`config.mk`:
```
export PLATFORM = sky130hd
export DESIGN_NAME = mc_control_flat
export DESIGN_NICKNAME = d
export VERILOG_FILES = /design/src/rtl/mc_control_if.sv /design/src/rtl/mc_control.sv /design/src/flat_wrapper.sv
export SDC_FILE = /design/constraint.sdc
export NUM_CORES = 1
export LEC_CHECK = 0
export CAP_MARGIN = 0
export CORE_MARGIN = 2
export CORE_UTILIZATION = 50
export DETAILED_ROUTE_END_ITERATION = 7
export HOLD_SLACK_MARGIN = 0.15
export PLACE_DENSITY = 0.88
export SYNTH_ARGS = -nofsm -noshare
export SYNTH_HDL_FRONTEND = slang
export SYNTH_SLANG_ARGS = --single-unit
```
`constraint.sdc`:
```
create_clock -name clk -period 2.8 [get_ports clk]
set_input_delay 0.56 -clock clk [delete_from_list [all_inputs] [get_ports clk]]
set_output_delay 0.56 -clock clk [all_outputs]
set_load 0.02 [all_outputs]
```
`src/rtl/mc_control_if.sv`:
```
// rtl/mc_control_if.sv - control bus between the multi-cycle sequencer and the MIPS datapath
interface mc_control_if #(
    parameter int COUNT_W = 32
);
    logic [5:0]         opcode;
    logic               memReady;
    logic               PCWrite;
    logic               PCWriteCond;
    logic               IorD;
    logic               MemRead;
    logic               MemWrite;
    logic               IRWrite;
    logic               MemtoReg;
    logic               RegDst;
    logic               RegWrite;
    logic               ALUSrcA;
    logic [1:0]         ALUSrcB;
    logic [1:0]         ALUOp;
    logic [1:0]         PCSource;
    logic [3:0]         state;
    logic [COUNT_W-1:0] instrCount;
    logic               illegalOp;
    logic               memError;

    modport master (
        input  opcode, memReady,
        output PCWrite, PCWriteCond, IorD, MemRead, MemWrite, IRWrite,
               MemtoReg, RegDst, RegWrite, ALUSrcA, ALUSrcB, ALUOp, PCSource,
               state, instrCount, illegalOp, memError
    );

    modport slave (
        output opcode, memReady,
        input  PCWrite, PCWriteCond, IorD, MemRead, MemWrite, IRWrite,
               MemtoReg, RegDst, RegWrite, ALUSrcA, ALUSrcB, ALUOp, PCSource,
               state, instrCount, illegalOp, memError
    );
endinterface

```
`src/rtl/mc_control.sv`:
```
// rtl/mc_control.sv - multi-cycle MIPS control sequencer with memory watchdog
module mc_control #(
    parameter int COUNT_W = 32,
    parameter int TIMEOUT = 255
) (
    input  logic         clk,
    input  logic         rst,
    mc_control_if.master bus
);
    localparam int WD_W = (TIMEOUT < 2) ? 1 : $clog2(TIMEOUT + 1);
    // Counter value on the last tolerated wait cycle; a miss here traps.
    localparam logic [WD_W-1:0] WD_LAST = (TIMEOUT > 0) ? WD_W'(TIMEOUT - 1) : '0;

    localparam logic [5:0] OP_RTYPE = 6'b000000;
    localparam logic [5:0] OP_LW    = 6'b100011;
    localparam logic [5:0] OP_SW    = 6'b101011;
    localparam logic [5:0] OP_BEQ   = 6'b000100;
    localparam logic [5:0] OP_J     = 6'b000010;
    localparam logic [5:0] OP_ADDI  = 6'b001000;

    typedef enum logic [3:0] {
        S_FETCH   = 4'd0,
        S_DECODE  = 4'd1,
        S_MEMADR  = 4'd2,
        S_MEMRD   = 4'd3,
        S_MEMWB   = 4'd4,
        S_MEMWR   = 4'd5,
        S_EXEC    = 4'd6,
        S_ALUWB   = 4'd7,
        S_BRANCH  = 4'd8,
        S_ADDIEX  = 4'd9,
        S_ADDIWB  = 4'd10,
        S_JUMP    = 4'd11,
        S_ILLEGAL = 4'd12,
        S_MEMERR  = 4'd13
    } state_e;

    state_e             state_q, state_d;
    logic [COUNT_W-1:0] count_q, count_d;
    logic [WD_W-1:0]    wd_q, wd_d;
    logic               in_wait;
    logic               wd_expire;

    // States that block on the shared memory and are guarded by the watchdog
    assign in_wait   = (state_q == S_FETCH) || (state_q == S_MEMRD) || (state_q == S_MEMWR);
    // memReady wins over an expiring counter on the same cycle
    assign wd_expire = (TIMEOUT != 0) && in_wait && !bus.memReady && (wd_q == WD_LAST);

    // State, instruction counter and watchdog registers
    always_ff @(posedge clk) begin
        if (rst) begin
            state_q <= S_FETCH;
            count_q <= '0;
            wd_q    <= '0;
        end else begin
            state_q <= state_d;
            count_q <= count_d;
            wd_q    <= wd_d;
        end
    end

    // Next-state selection; opcode only matters in DECODE and MEMADR
    always_comb begin
        state_d = state_q;
        case (state_q)
            S_FETCH: begin
                if (bus.memReady)   state_d = S_DECODE;
                else if (wd_expire) state_d = S_MEMERR;
            end
            S_DECODE: begin
                case (bus.opcode)
                    OP_LW, OP_SW: state_d = S_MEMADR;
                    OP_RTYPE:     state_d = S_EXEC;
                    OP_BEQ:       state_d = S_BRANCH;
                    OP_J:         state_d = S_JUMP;
                    OP_ADDI:      state_d = S_ADDIEX;
                    default:      state_d = S_ILLEGAL;
                endcase
            end
            S_MEMADR: state_d = (bus.opcode == OP_SW) ? S_MEMWR : S_MEMRD;
            S_MEMRD: begin
                if (bus.memReady)   state_d = S_MEMWB;
                else if (wd_expire) state_d = S_MEMERR;
            end
            S_MEMWB: state_d = S_FETCH;
            S_MEMWR: begin
                if (bus.memReady)   state_d = S_FETCH;
                else if (wd_expire) state_d = S_MEMERR;
            end
            S_EXEC:    state_d = S_ALUWB;
            S_ALUWB:   state_d = S_FETCH;
            S_BRANCH:  state_d = S_FETCH;
            S_ADDIEX:  state_d = S_ADDIWB;
            S_ADDIWB:  state_d = S_FETCH;
            S_JUMP:    state_d = S_FETCH;
            S_ILLEGAL: state_d = S_ILLEGAL;
            S_MEMERR:  state_d = S_MEMERR;
            default:   state_d = S_FETCH;
        endcase
    end

    // Retired-instruction count and watchdog; the watchdog restarts whenever the state changes
    always_comb begin
        count_d = count_q;
        wd_d    = '0;
        if ((state_q == S_FETCH) && bus.memReady) count_d = count_q + COUNT_W'(1);
        if (in_wait && !bus.memReady && (state_d == state_q)) wd_d = wd_q + WD_W'(1);
    end

    // Moore control decode, forced quiet while reset is held
    always_comb begin
        bus.PCWrite     = 1'b0;
        bus.PCWriteCond = 1'b0;
        bus.IorD        = 1'b0;
        bus.MemRead     = 1'b0;
        bus.MemWrite    = 1'b0;
        bus.IRWrite     = 1'b0;
        bus.MemtoReg    = 1'b0;
        bus.RegDst      = 1'b0;
        bus.RegWrite    = 1'b0;
        bus.ALUSrcA     = 1'b0;
        bus.ALUSrcB     = 2'b00;
        bus.ALUOp       = 2'b00;
        bus.PCSource    = 2'b00;
        if (!rst) begin
            case (state_q)
                S_FETCH: begin
                    bus.MemRead = 1'b1;
                    bus.ALUSrcB = 2'b01;
                    bus.IRWrite = bus.memReady;
                    bus.PCWrite = bus.memReady;
                end
                S_DECODE: bus.ALUSrcB = 2'b11;
                S_MEMADR: begin
                    bus.ALUSrcA = 1'b1;
                    bus.ALUSrcB = 2'b10;
                end
                S_MEMRD: begin
                    bus.MemRead = 1'b1;
                    bus.IorD    = 1'b1;
                end
                S_MEMWB: begin
                    bus.MemtoReg = 1'b1;
                    bus.RegWrite = 1'b1;
                end
                S_MEMWR: begin
                    bus.MemWrite = 1'b1;
                    bus.IorD     = 1'b1;
                end
                S_EXEC: begin
                    bus.ALUSrcA = 1'b1;
                    bus.ALUOp   = 2'b10;
                end
                S_ALUWB: begin
                    bus.RegDst   = 1'b1;
                    bus.RegWrite = 1'b1;
                end
                S_BRANCH: begin
                    bus.ALUSrcA     = 1'b1;
                    bus.ALUOp       = 2'b01;
                    bus.PCWriteCond = 1'b1;
                    bus.PCSource    = 2'b01;
                end
                S_ADDIEX: begin
                    bus.ALUSrcA = 1'b1;
                    bus.ALUSrcB = 2'b10;
                end
                S_ADDIWB: bus.RegWrite = 1'b1;
                S_JUMP: begin
                    bus.PCWrite  = 1'b1;
                    bus.PCSource = 2'b10;
                end
                default: ;
            endcase
        end
    end

    assign bus.state      = state_q;
    assign bus.instrCount = count_q;
    assign bus.illegalOp  = (state_q == S_ILLEGAL);
    assign bus.memError   = (state_q == S_MEMERR);
endmodule

```
`src/flat_wrapper.sv`:
```
// flat-port wrapper written by rule: the top's interface ports become plain ports
module mc_control_flat 
#(
    parameter int COUNT_W = 32,
    parameter int TIMEOUT = 255
)
  (clk, rst, bus_opcode, bus_memReady, bus_PCWrite, bus_PCWriteCond, bus_IorD, bus_MemRead, bus_MemWrite, bus_IRWrite, bus_MemtoReg, bus_RegDst, bus_RegWrite, bus_ALUSrcA, bus_ALUSrcB, bus_ALUOp, bus_PCSource, bus_state, bus_instrCount, bus_illegalOp, bus_memError);
  mc_control_if #(.COUNT_W(COUNT_W)) bus_i ();
  input  logic clk;
  input  logic rst;
  input wire logic [$bits(bus_i.opcode)-1:0] bus_opcode;
  input wire logic [$bits(bus_i.memReady)-1:0] bus_memReady;
  output wire logic [$bits(bus_i.PCWrite)-1:0] bus_PCWrite;
  output wire logic [$bits(bus_i.PCWriteCond)-1:0] bus_PCWriteCond;
  output wire logic [$bits(bus_i.IorD)-1:0] bus_IorD;
  output wire logic [$bits(bus_i.MemRead)-1:0] bus_MemRead;
  output wire logic [$bits(bus_i.MemWrite)-1:0] bus_MemWrite;
  output wire logic [$bits(bus_i.IRWrite)-1:0] bus_IRWrite;
  output wire logic [$bits(bus_i.MemtoReg)-1:0] bus_MemtoReg;
  output wire logic [$bits(bus_i.RegDst)-1:0] bus_RegDst;
  output wire logic [$bits(bus_i.RegWrite)-1:0] bus_RegWrite;
  output wire logic [$bits(bus_i.ALUSrcA)-1:0] bus_ALUSrcA;
  output wire logic [$bits(bus_i.ALUSrcB)-1:0] bus_ALUSrcB;
  output wire logic [$bits(bus_i.ALUOp)-1:0] bus_ALUOp;
  output wire logic [$bits(bus_i.PCSource)-1:0] bus_PCSource;
  output wire logic [$bits(bus_i.state)-1:0] bus_state;
  output wire logic [$bits(bus_i.instrCount)-1:0] bus_instrCount;
  output wire logic [$bits(bus_i.illegalOp)-1:0] bus_illegalOp;
  output wire logic [$bits(bus_i.memError)-1:0] bus_memError;
  assign bus_i.opcode = bus_opcode;
  assign bus_i.memReady = bus_memReady;
  assign bus_PCWrite = bus_i.PCWrite;
  assign bus_PCWriteCond = bus_i.PCWriteCond;
  assign bus_IorD = bus_i.IorD;
  assign bus_MemRead = bus_i.MemRead;
  assign bus_MemWrite = bus_i.MemWrite;
  assign bus_IRWrite = bus_i.IRWrite;
  assign bus_MemtoReg = bus_i.MemtoReg;
  assign bus_RegDst = bus_i.RegDst;
  assign bus_RegWrite = bus_i.RegWrite;
  assign bus_ALUSrcA = bus_i.ALUSrcA;
  assign bus_ALUSrcB = bus_i.ALUSrcB;
  assign bus_ALUOp = bus_i.ALUOp;
  assign bus_PCSource = bus_i.PCSource;
  assign bus_state = bus_i.state;
  assign bus_instrCount = bus_i.instrCount;
  assign bus_illegalOp = bus_i.illegalOp;
  assign bus_memError = bus_i.memError;
  mc_control #(.COUNT_W(COUNT_W), .TIMEOUT(TIMEOUT)) u_core (.clk(clk), .rst(rst), .bus(bus_i));
endmodule
```
==> reports/metrics.cfg <==
[place]
gp_congestion=0.8455
io_buffers=62
placed_cell_area_mm2=0.003217
dp_hpwl_um=4545

[routing]
drtPass1Iterations=4
final_antenna_net_count=0
drt_iter0_markers=184
route.detailed.drc=0
avgRoutedWirePerCell_um=14.14
viasPerCell=5.781
vias=2590
wl_um=6335

[timing]
hold_ws_ns=0.5074
clock.fmax_mhz=372.7
setup_viol_count_final=0
fin_crit_ns=2.683
max-slew-margin-rel=0.5812
finalMaxSlewViolations=0
finClkSkew_ns=0.01304
finalHoldViolations=0
fin_crit_sh=0.9584
worst_pin_slew_ns=0.6276
rsz0062_at_grt=no
final.setup.tns_ns=0

[clock_tree]
numClockSinks=44
clk_latency_ns=0.30
hold_buffers=0
cts_repair_resize_count=0
cts_tree=built
cts.clk_slew.worst_paths_ns=0.09
ctsHtreeMaxLevel=2
cts_buffers=5
postCtsSetupBuffers=0
ctsLongestPathBuffers=2
cts_root_buffer=clkbuf_8

[worst_hold_path]
hp-start=u_core.wd_q[0]$_SDFF_PP0_
hp-class=reg -> reg

[global_routing]
antenna_found_initial=0
met2_usage=0.4116
gr-usage-met3=0.04365
grt_pass1_vias=2362
grt_overflow=0
met1_usage=0.2624
grt_usage=0.2240
grt_max_degree=40
grt-busiest-layer=met2
grt_pass1_wl_um=10150

[synth]
synth_area_mm2=0.002564
synth_cell_types=50
ys.flop_type=dfxtp_1
syn_inst=322
yosys.area.top_type=dfxtp_1
ys_ff_latch=44
synthTopCellsByArea=dfxtp_1 34%, nor2_1 6.4%, or4_1 3.8%
yosys.area.top_type_share=0.3436
synth_edf_count=0
syn-num-nets=334
synth.avg_cell_area_um2=7.962
yosys_warnings=0
yosysSeqAreaShare=0.3436
synth-async-reset-ratio=0
synthTopCellsByCount=44 x dfxtp_1, 44 x nor2_1, 17 x clkbuf_1

[die]
core_region_area_mm2=0.005042
initial_utilization=0.5084
rows=26
floorplan.die.width_um=75.61
ios=63
die_y_um=75.61
die-area_mm2=0.005716

[power_and_ir_drop]
powerDensity_mw_per_mm2=487.2
max-vdd-ir-drop_uv=327.5
p_leak_nw=1.096
p_total_mw=1.623

[setup_path]
cp.required_ns=2.24
crit_type=reg -> out
critical_path_arrival_ns=2.12
cp-startpoint=u_core.bus.state[3]$_SDFF_PP0_
end_kind=output pin
r2r_start=u_core.bus.instrCount[7]$_SDFFE_PP0P_
path_max_fanout=7
start_kind=flop

[layout]
final_core_util=0.6608
n_antenna_cell=0
drive_gt1_frac=0.08730
nets=389
final_area_mm2=0.003332
syn2layout_area_growth_pct=29.97

[run]
maxCapViolCount=0

[run_status]
status=completed

## sequential cells by signal, indices dropped and copies added, names as in the netlist
register / count
u_core.bus.instrCount: 32
u_core.bus.state: 4
u_core.wd_q: 8
## worst max-delay path, cell delays in order, from the launching register on
cell             delay, ns
dfxtp_1               0.38
nor4_1                0.38
nand2_1               0.17
nor2_1                0.17
or2_2                 0.13
clkdlybuf4s50_1       0.59
## layer usage
metal | vias to the layer above | wire [um] | part of all wire
met5 | - | 0 | 0
met1 | 1224 | 2667 | 0.42
li1 | 1292 | - | -
met2 | 64 | 3324 | 0.52
met4 | 0 | 86 | 0.014
met3 | 10 | 257 | 0.041
## logic make-up after synthesis
logic type               count (synthesis)  share of synthesized area
buffers and inverters                   36                    0.06637
adder cells (fa/ha/maj)                  3                    0.01464
flip-flops                              44                     0.3436
multiplexers                             7                    0.03075
XOR/XNOR                                20                    0.06833
AO/OA/AOI/OAI                           50                     0.1274
AND/OR/NAND/NOR                        162                     0.3490
## worst paths after layout
path              depth (start not counted)                                endpoint  slack (ns)
setup reg to reg                          4  u_core.bus.instrCount[26]$_SDFFE_PP0P_        0.48
hold / removal                            1               u_core.wd_q[0]$_SDFF_PP0_        0.51
setup / recovery                          5                             bus_PCWrite        0.12
hold reg to reg                           1               u_core.wd_q[0]$_SDFF_PP0_        0.51
## cells in the final DEF (no fill, tap or decap), types with 2 or more instances in the layout
| cell type | instances |
|---|---|
| and2_1 | 2 |
| a21oi_1 | 14 |
| o311ai_0 | 2 |
| or3_1 | 3 |
| nor3_1 | 11 |
| ha_1 | 3 |
| and3_1 | 6 |
| and4_1 | 4 |
| xor2_1 | 11 |
| nand4_1 | 15 |
| or2_2 | 3 |
| dfxtp_1 | 44 |
| nand2b_1 | 3 |
| nor2b_1 | 5 |
| xnor2_1 | 9 |
| nor4_1 | 14 |
| or4_1 | 13 |
| nor2_1 | 44 |
| clkbuf_8 | 5 |
| mux2_2 | 7 |
| o211ai_1 | 4 |
| buf_4 | 10 |
| o21ai_0 | 9 |
| nand2_1 | 15 |
| a31oi_1 | 3 |
| o31ai_1 | 9 |
| clkdlybuf4s50_1 | 61 |
| nand3_1 | 14 |
| inv_1 | 12 |
## cell type report
cell class                      instances  area, um^2
Sequential cell                        44       880.8
Clock buffer                            5       68.82
Multi-Input combinational cell        242        1513
Clock inverter                          3       46.29
Tap cell                               70       87.58
Fill cell                             424        1710
Inverter                               12       45.04
Timing Repair Buffer                   72       690.7
## metrics by stage
step,setup WS [ns],cells
floorplan,0.2746,322
global placement,0.1892,440
detailed placement,0.1679,440
CTS,0.06536,448
global route,0.008256,448
finish,0.1166,448
## power breakdown
| group | leakage (nW) | switching, mW | internal [mW] |
|---|---|---|---|
| sequential | 0.355 | 0.0257 | 0.647 |
| clock | 0.0548 | 0.234 | 0.269 |
| combinational | 0.686 | 0.258 | 0.189 |
| total | 1.10 | 0.518 | 1.11 |
Power figures use the tool's default switching activity.
